==> src/rtl/intr_gateway_arb.sv <==
// Interrupt gateway and priority arbiter for one CPU target.
// Each source has a level-sensitive gateway (IDLE/PEND/INSVC). A registered
// arbiter picks the highest-priority enabled pending source. A claim/complete
// handshake moves sources into and out of service.
module intr_gateway_arb #(
  parameter int unsigned NumSrc = 8,
  parameter int unsigned PrioW  = 2,
  localparam int unsigned IdW   = $clog2(NumSrc + 1)
) (
  input  logic                    clk_i,
  input  logic                    rst_i,
  input  logic [NumSrc-1:0]       intr_src_i,
  input  logic [NumSrc*PrioW-1:0] prio_i,
  input  logic [NumSrc-1:0]       ie_i,
  input  logic [PrioW-1:0]        threshold_i,
  input  logic                    claim_req_i,
  output logic                    claim_valid_o,
  output logic [IdW-1:0]          claim_id_o,
  input  logic                    complete_req_i,
  input  logic [IdW-1:0]          complete_id_i,
  output logic [NumSrc-1:0]       ip_o,
  output logic                    irq_o,
  output logic [IdW-1:0]          irq_id_o
);

  localparam logic [1:0] ST_IDLE  = 2'd0;
  localparam logic [1:0] ST_PEND  = 2'd1;
  localparam logic [1:0] ST_INSVC = 2'd2;

  logic [NumSrc-1:0][1:0] gw_q;
  logic [NumSrc-1:0][1:0] gw_d;
  logic [NumSrc-1:0]      claim_hit;
  logic                   claim_ok;
  logic [PrioW-1:0]       best_prio;
  logic [IdW-1:0]         best_id;

  // A claim succeeds only if the registered winner is above threshold and still pending
  always_comb begin
    claim_hit = '0;
    for (int unsigned i = 0; i < NumSrc; i++) begin
      claim_hit[i] = claim_req_i && irq_o && (irq_id_o == IdW'(i + 1)) &&
                     (gw_q[i] == ST_PEND);
    end
  end

  assign claim_ok = |claim_hit;

  // Gateway next-state; completes only match an in-service source with the same ID
  always_comb begin
    gw_d = gw_q;
    for (int unsigned i = 0; i < NumSrc; i++) begin
      case (gw_q[i])
        ST_IDLE:  if (intr_src_i[i]) gw_d[i] = ST_PEND;
        ST_PEND:  if (claim_hit[i]) gw_d[i] = ST_INSVC;
        ST_INSVC: if (complete_req_i && (complete_id_i == IdW'(i + 1))) gw_d[i] = ST_IDLE;
        default:  gw_d[i] = ST_IDLE;
      endcase
    end
  end

  // Arbitration over registered gateway state; strict compare keeps the lowest ID on ties
  always_comb begin
    best_prio = '0;
    best_id   = '0;
    for (int unsigned i = 0; i < NumSrc; i++) begin
      if ((gw_q[i] == ST_PEND) && ie_i[i] && (prio_i[i*PrioW +: PrioW] > best_prio)) begin
        best_prio = prio_i[i*PrioW +: PrioW];
        best_id   = IdW'(i + 1);
      end
    end
  end

  // Pending bits are a direct decode of the gateway state flops
  always_comb begin
    ip_o = '0;
    for (int unsigned i = 0; i < NumSrc; i++) begin
      ip_o[i] = (gw_q[i] == ST_PEND);
    end
  end

  // Gateway state, arbiter result and claim response registers
  always_ff @(posedge clk_i or posedge rst_i) begin
    if (rst_i) begin
      gw_q          <= '0;
      irq_o         <= 1'b0;
      irq_id_o      <= '0;
      claim_valid_o <= 1'b0;
      claim_id_o    <= '0;
    end else begin
      gw_q          <= gw_d;
      irq_id_o      <= best_id;
      irq_o         <= (best_id != '0) && (best_prio > threshold_i);
      claim_valid_o <= claim_req_i;
      if (claim_req_i) begin
        claim_id_o <= claim_ok ? irq_id_o : '0;
      end
    end
  end

endmodule

==> config.mk <==
export PLATFORM = sky130hd
export DESIGN_NAME = intr_gateway_arb
export DESIGN_NICKNAME = d
export VERILOG_FILES = /design/src/rtl/intr_gateway_arb.sv
export SDC_FILE = /design/constraint.sdc
export NUM_CORES = 1
export LEC_CHECK = 0
export ABC_AREA = 1
export BUFFER_PORTS_ARGS = -buffer_cell sky130_fd_sc_hd__buf_2
export CORE_ASPECT_RATIO = 1.75
export CORE_MARGIN = 5
export CORE_UTILIZATION = 36
export DETAILED_ROUTE_END_ITERATION = 7
export PLACE_DENSITY = 0.67
export REMOVE_ABC_BUFFERS = 1
export SYNTH_ARGS = -nofsm -noshare
export SYNTH_HDL_FRONTEND = slang
export SYNTH_SLANG_ARGS = --single-unit
==> constraint.sdc <==
create_clock -name clk_i -period 15.9 [get_ports clk_i]
set_clock_uncertainty 0.05 [all_clocks]
set_input_delay 3.18 -clock clk_i [delete_from_list [all_inputs] [get_ports clk_i]]
set_output_delay 3.18 -clock clk_i [all_outputs]
set_load 0.05 [all_outputs]
After elaboration in Yosys (flattened, before gate mapping) --
Index checks and enable logic that the tools add are counted.
Operators by class: multiplexer cells 49, order comparisons 9, reductions and logical operators 60, equal/unequal tests 56
Operators by type and width (number):
- $mux 2 | 32
- $pmux 2 s3 | 8
- $logic_and 1x1->1 | 42
- $eq 4x3->1 const B | 8
- $mux 4 | 8
- $ne 2x2->1 const B | 16
- $reduce_and 3->1 | 8
- $eq 2x1->1 const B | 8
- $eq 2x2->1 const B | 8
- $eq 4x2->1 const B | 4
- $gt 2x2->1 | 8
- $logic_not 2->1 | 8
- $ne 2x1->1 const B | 8
- $eq 4x1->1 const B | 2
- $eq 4x4->1 const B | 2
- $reduce_or 8->1 | 1
- $reduce_bool 4->1 | 1
- $gt 2x1->1 const B | 1
- $mux 1 | 1
Storage, ports and cells: input bits 42, logic and storage cells 186, register bits after elaboration 26

Depth between registers and ports, before layout --
depth after elaboration 27, mapped depth 63

Worst setup path after synthesis --
OpenSTA, ideal clock, no wires.
path type input to register, start in prio_i[1], end reg irq_o, slack 5874 ps, path buffers 1, data arrival time 9855 ps, data required time 15729 ps, cell stages on the path 58, path through inv_1 -> nor3_2 -> inv_1 -> ha_1 -> nand2_1 -> inv_1 -> nor2_4 -> nand2_4 -> nand2_1 -> o21ai_1 -> ha_1 -> nor2_1 -> or2_2 -> nand3_1 -> nand2_1 -> nand3_1 -> nand2_1 -> ha_1 -> [... 22 more ...] -> a21oi_1 -> nor3_1 -> and3_1 -> inv_1 -> nand2_1 -> o21ai_2 -> ha_1 -> a21oi_1 -> nor3_1 -> and3_1 -> buf_2 -> nand2_1 -> o21ai_1 -> ha_1 -> inv_1 -> nor2_1 -> o21ai_0 -> nor2_1
On the way: longest elaborated chain between the ends 26, elaborated cells between the ends (all ways) 35, classes of those cells 9 x order compare; 16 x mux; 10 x reduce/logical
Ends and longest elaborated chain:
- from (decl) | RTL line 13 | input logic [NumSrc*PrioW-1:0] prio_i,
- $gt 2x1->1 | RTL line 66 | if ((gw_q[i] == ST_PEND) && ie_i[i] && (prio_i[i*PrioW +: PrioW] > best_prio)) begin
- $logic_and 1x1->1 | RTL line 66
- $mux 2 * | RTL line 66
- $gt 2x2->1 | RTL line 66
- $logic_and 1x1->1 | RTL line 66
- $mux 2 * | RTL line 66
- $gt 2x2->1 | RTL line 66
- $logic_and 1x1->1 | RTL line 66
- [... 11 more ...]
- $logic_and 1x1->1 | RTL line 66
- $mux 2 | RTL line 66
- $gt 2x2->1 | RTL line 66
- $logic_and 1x1->1 | RTL line 66
- $mux 4 * | RTL line 66
- named net best_id[3] | RTL line 35 | logic [IdW-1:0] best_id;
- $reduce_bool 4->1 * | RTL line 92 | irq_o <= (best_id != '0) && (best_prio > threshold_i);
- $logic_and 1x1->1 * | RTL line 92
- to (signal assigned) | RTL line 92
- to (decl) | RTL line 22 | output logic irq_o,
The timed path passes the listed nets; every way through them passes the cells marked *. A chain may end at the register's enable or synchronous reset.

Final worst setup path --
start in prio_i[0], end reg irq_o
On the way: longest elaborated chain between the ends 26, elaborated cells between the ends (all ways) 35, classes of those cells 9 x order compare; 16 x mux; 10 x reduce/logical
Ends and longest elaborated chain (RTL line):
- $gt 2x1->1 | 66
- $logic_and 1x1->1 | 66
- $mux 2 | 66
- $gt 2x2->1 | 66
- $logic_and 1x1->1 | 66
- $mux 2 | 66
- $gt 2x2->1 | 66
- $logic_and 1x1->1 | 66
- [... 10 more ...]
- $gt 2x2->1 | 66
- $logic_and 1x1->1 | 66
- $mux 2 | 66
- $gt 2x2->1 | 66
- $logic_and 1x1->1 | 66
- $mux 2 / $mux 4 (equally long branches) | 66
- $gt 2x2->1 / $reduce_bool 4->1 (equally long branches) | 92
- $logic_and 1x1->1 * | 92
Mark *: on every way between the ends. The rest lies on a longest branch, timed or not.

==> out/summary.md <==
The run finished with clean final reports. The number of routed nets with antenna violations came out at 0. In this design, the largest share of critical-path delay is due to simple AND/OR/NAND/NOR gates.

In this run the clock root is driven by a sky130_fd_sc_hd__clkbuf_8. The placed instances occupy a cell area of 2380 sq um. The areal power density over the cells works out to 182 nW/um^2. The initial antenna violation count is 0. Yosys printed 0 warnings. The synthesized area was 2050 sq um; the via count was 1,968. For the worst slew margin relative to its limit, the log shows 34.3%. In the final routing, the length of wire on met1 measures 1800 um. The die is 67.0 um wide. The tools report the critical path required time as 16.02 ns. Cell with the biggest individual delay on the critical path: sky130_fd_sc_hd__and3_1.

For this design the top-level I/O count stands at 60. The max-capacitance violation count is 0. The worst hold path belongs to the class reg -> reg.

For the count of endpoints failing setup in the final report, the log shows 0. Timing would allow up to 0.0958 GHz. Data arrival time of the worst path: 10.56 ns. The critical path class was in -> reg. Wire segments on met2 add up to 2890 um in the final route. Number of gates resized after cts: 0. The setup slack after layout was 5.46 ns. The count of final hold-check violations came out at 0. In this run the deepest clock path goes through 2 buffers.

The worst-case IR drop observed on VDD is 0.0602 mV. OpenSTA, run right after detailed placement, puts the worst setup slack at 5.15 ns. The logs give 400 for the number of nets at the end of the flow and 3 for the number of CTS-inserted buffers. Of all flip-flops after synthesis, the portion carrying an async set or reset was 100%. Share of the cycle needed by the critical path after routing: 65.7%. TritonCTS built the clock tree. The post-CTS setup buffer count came out at 0. After detailed routing, the average wire length per cell comes to 12.1 um. The most critical setup path has its startpoint at prio_i[0]. The reported leakage power is 1.41 nW. Together, buffers and inverters on the worst path number 7. Entering global routing, the biggest net connects 27 pins. Setup repair after global routing left no endpoint under its margin. The sink count of the clock tree is 26. Counting every instance in the synthesized netlist gives 290. The first routing iteration left 59 violations. The logs give 0 for the remaining global-route overflow and 0.27 ns for the insertion delay of the later-clocked pin in the worst-skew pair.

After detailed routing, the number of vias per cell comes to 4.67. The first detailed-routing pass took 4 iterations. The initial utilization of the core area, before any placement, comes to 37.0%. The finished cells cover 2450 sq um. The primary flip-flop cell chosen by synthesis mapping was sky130_fd_sc_hd__dfrtp_1. The first global-routing pass estimated 8270 um of wire. sky130_fd_sc_hd__dfrtp_1 takes more of the synthesized area than any other cell. Uppermost signal routing layer after detailed routing: met4. At the pin with the least slew margin, the transition time is 0.984 ns. Counting flops and latches in the post-synthesis netlist gives 26.

The number of enable flip-flop cells after synthesis was 0. The tools report the endpoint class of the critical path as a flip-flop. Origin of the worst min-delay path: gw_q[14]$_DFFE_PP0P_.

STA classifies the critical path startpoint as an input pin. For this run, design rule violations remaining after detail routing come to 0. By area the synthesized netlist is led by sky130_fd_sc_hd__dfrtp_1 32%, sky130_fd_sc_hd__inv_1 11%, sky130_fd_sc_hd__nand2_1 10%. The placeable core region came out at 5540 sq um. The tools report the startpoint of the most critical register-to-register path as gw_q[1]$_DFFE_PP0P_. The die covers 7360 sq um. The via count of the first global-routing pass was 1,982; the clock-pin slew reported for the worst setup and hold paths after clock tree synthesis was 0.09 ns. The largest single stage delay on the critical path is 0.30 ns. The wire length reported by the detailed router is 5080 um.

The accumulated negative setup slack was 0 ns; the die outline height was 110 um. Counting tap cells, the placed design contains a total of 417 instances. Relative to the synthesized area, the layout overhead comes to 19.7%. The floorplan has 36 rows.

During placement, the flow inserted port buffers numbering 59. The wire-length estimate of the detail-placed layout is 4420 um. The aggregate global-route resource usage was 14.7%.

Counting I/O delays and the setup requirement, the final critical path takes 10.44 ns. Averaged over all synthesized cells, the footprint is 7.06 sq um. Of the post-synthesis cell area, the dominant cell type holds 31.8%. The logs give 0 for the post-cts hold buffer count and 0 for the max-slew violation count.

The number of antenna diodes in the final layout is 0. The post-synthesis cell type count is 33. After synthesis, flip-flops and latches occupy 31.8% of the total area. In the final layout, the share of cells above drive strength 1 is 26.7%. Excluding fillers, the count of instances in the completed layout stands at 421.

The congestion estimate from routability-driven global placement came to 0.889. The run gives 191 um as the sum of met3 wire segment lengths after detailed routing. The H-tree level count was 1; the peak fanout along the critical path was 7.

Once layout is complete, the utilization of the core stands at 44.3%.
## sequential cells by signal, summed over array words and instances (netlist names)
register and count:
irq_id_o 4, gw_q 16, claim_id_o 4, claim_valid_o 1
irq_o 1
## report_power, final
group	internal (mW)	switching, mW	total (mW)
Sequential	0.0884	0.0186	0.107
Combinational	0.0855	0.198	0.284
Clock	0.0337	0.0210	0.0547
Total	0.208	0.238	0.445
## layout by cell type, fill, tap and decap left out, types with 5 or more instances in the layout
cell	instances
sky130_fd_sc_hd__a21oi_1	12
sky130_fd_sc_hd__ha_1	12
sky130_fd_sc_hd__o21ai_0	5
sky130_fd_sc_hd__nor2_1	37
sky130_fd_sc_hd__buf_2	59
sky130_fd_sc_hd__nand3_1	22
sky130_fd_sc_hd__dfrtp_1	26
sky130_fd_sc_hd__nor3_1	5
sky130_fd_sc_hd__nand2_1	57
sky130_fd_sc_hd__nand3_2	7
sky130_fd_sc_hd__inv_1	58
## layer usage
layer  vias to the layer above  global-route usage [%]
li1                       1024                       -
met1                       890                    14.7
met2                        43                    28.4
met3                        11                   0.920
met4                         0                    8.56
met5                         -                       0
## cell type report
type	instances	area, sq um
tap	76	95.1
inverter	60	225
multi-input combinational	196	1110
sequential	26	651
clock inverter	1	30.0
fill	617	3090
clock buffer	3	41.3
timing repair buffer	59	295
## path summary, 6_finish.rpt
kind | cells past startpoint | end | slack [ns]
worst min-delay path | 1 | gw_q[14]$_DFFE_PP0P_ | 0.43
worst max-delay path | 58 | irq_o$_DFF_PP0_ | 5.46
worst max register to register | 58 | irq_o$_DFF_PP0_ | 7.97
min in group asynchronous | 2 | gw_q[10]$_DFFE_PP0P_ | 3.07
max in group asynchronous | 2 | irq_id_o[0]$_DFF_PP0_ | 12.13
worst min register to register | 1 | gw_q[14]$_DFFE_PP0P_ | 0.43
## cell usage after synthesis (2+ instances only)
library cell,number
sky130_fd_sc_hd__nand4_1,3
sky130_fd_sc_hd__nor2_1,37
sky130_fd_sc_hd__buf_4,7
sky130_fd_sc_hd__ha_1,12
sky130_fd_sc_hd__nand3_1,22
sky130_fd_sc_hd__nand2_4,3
sky130_fd_sc_hd__and2_1,2
sky130_fd_sc_hd__a21oi_1,12
sky130_fd_sc_hd__a32o_1,3
sky130_fd_sc_hd__o22ai_1,3
sky130_fd_sc_hd__o21ai_1,3
sky130_fd_sc_hd__or2_2,2
sky130_fd_sc_hd__nand2_1,57
sky130_fd_sc_hd__nor3_1,5
sky130_fd_sc_hd__o21ai_0,5
sky130_fd_sc_hd__dfrtp_1,26
sky130_fd_sc_hd__inv_1,58
sky130_fd_sc_hd__and3_1,2
sky130_fd_sc_hd__inv_2,2
sky130_fd_sc_hd__nand2_2,4
sky130_fd_sc_hd__nand3_2,7
sky130_fd_sc_hd__nor3_2,4
## through the flow
stage               total power, mW  hold slack, ns
floorplan                     0.328           0.396
finish                        0.445           0.429
CTS                           0.449           0.431
detailed placement            0.393           0.422
global placement              0.387           0.422
global route                  0.486           0.437
## logic make-up (layout without fill, tap and decap cells)
logic type                 after synthesis  after routing  share of synthesized area [%]
AOI/OAI and AO/OA                       34             34                           11.1
adders and majority gates               12             12                           7.33
buffers and inverters                   68            123                           13.8
DFF                                     26             26                           31.8
and+or+nand+nor                        150            150                           36.0
Note: power is estimated with default switching activity, not from simulation.
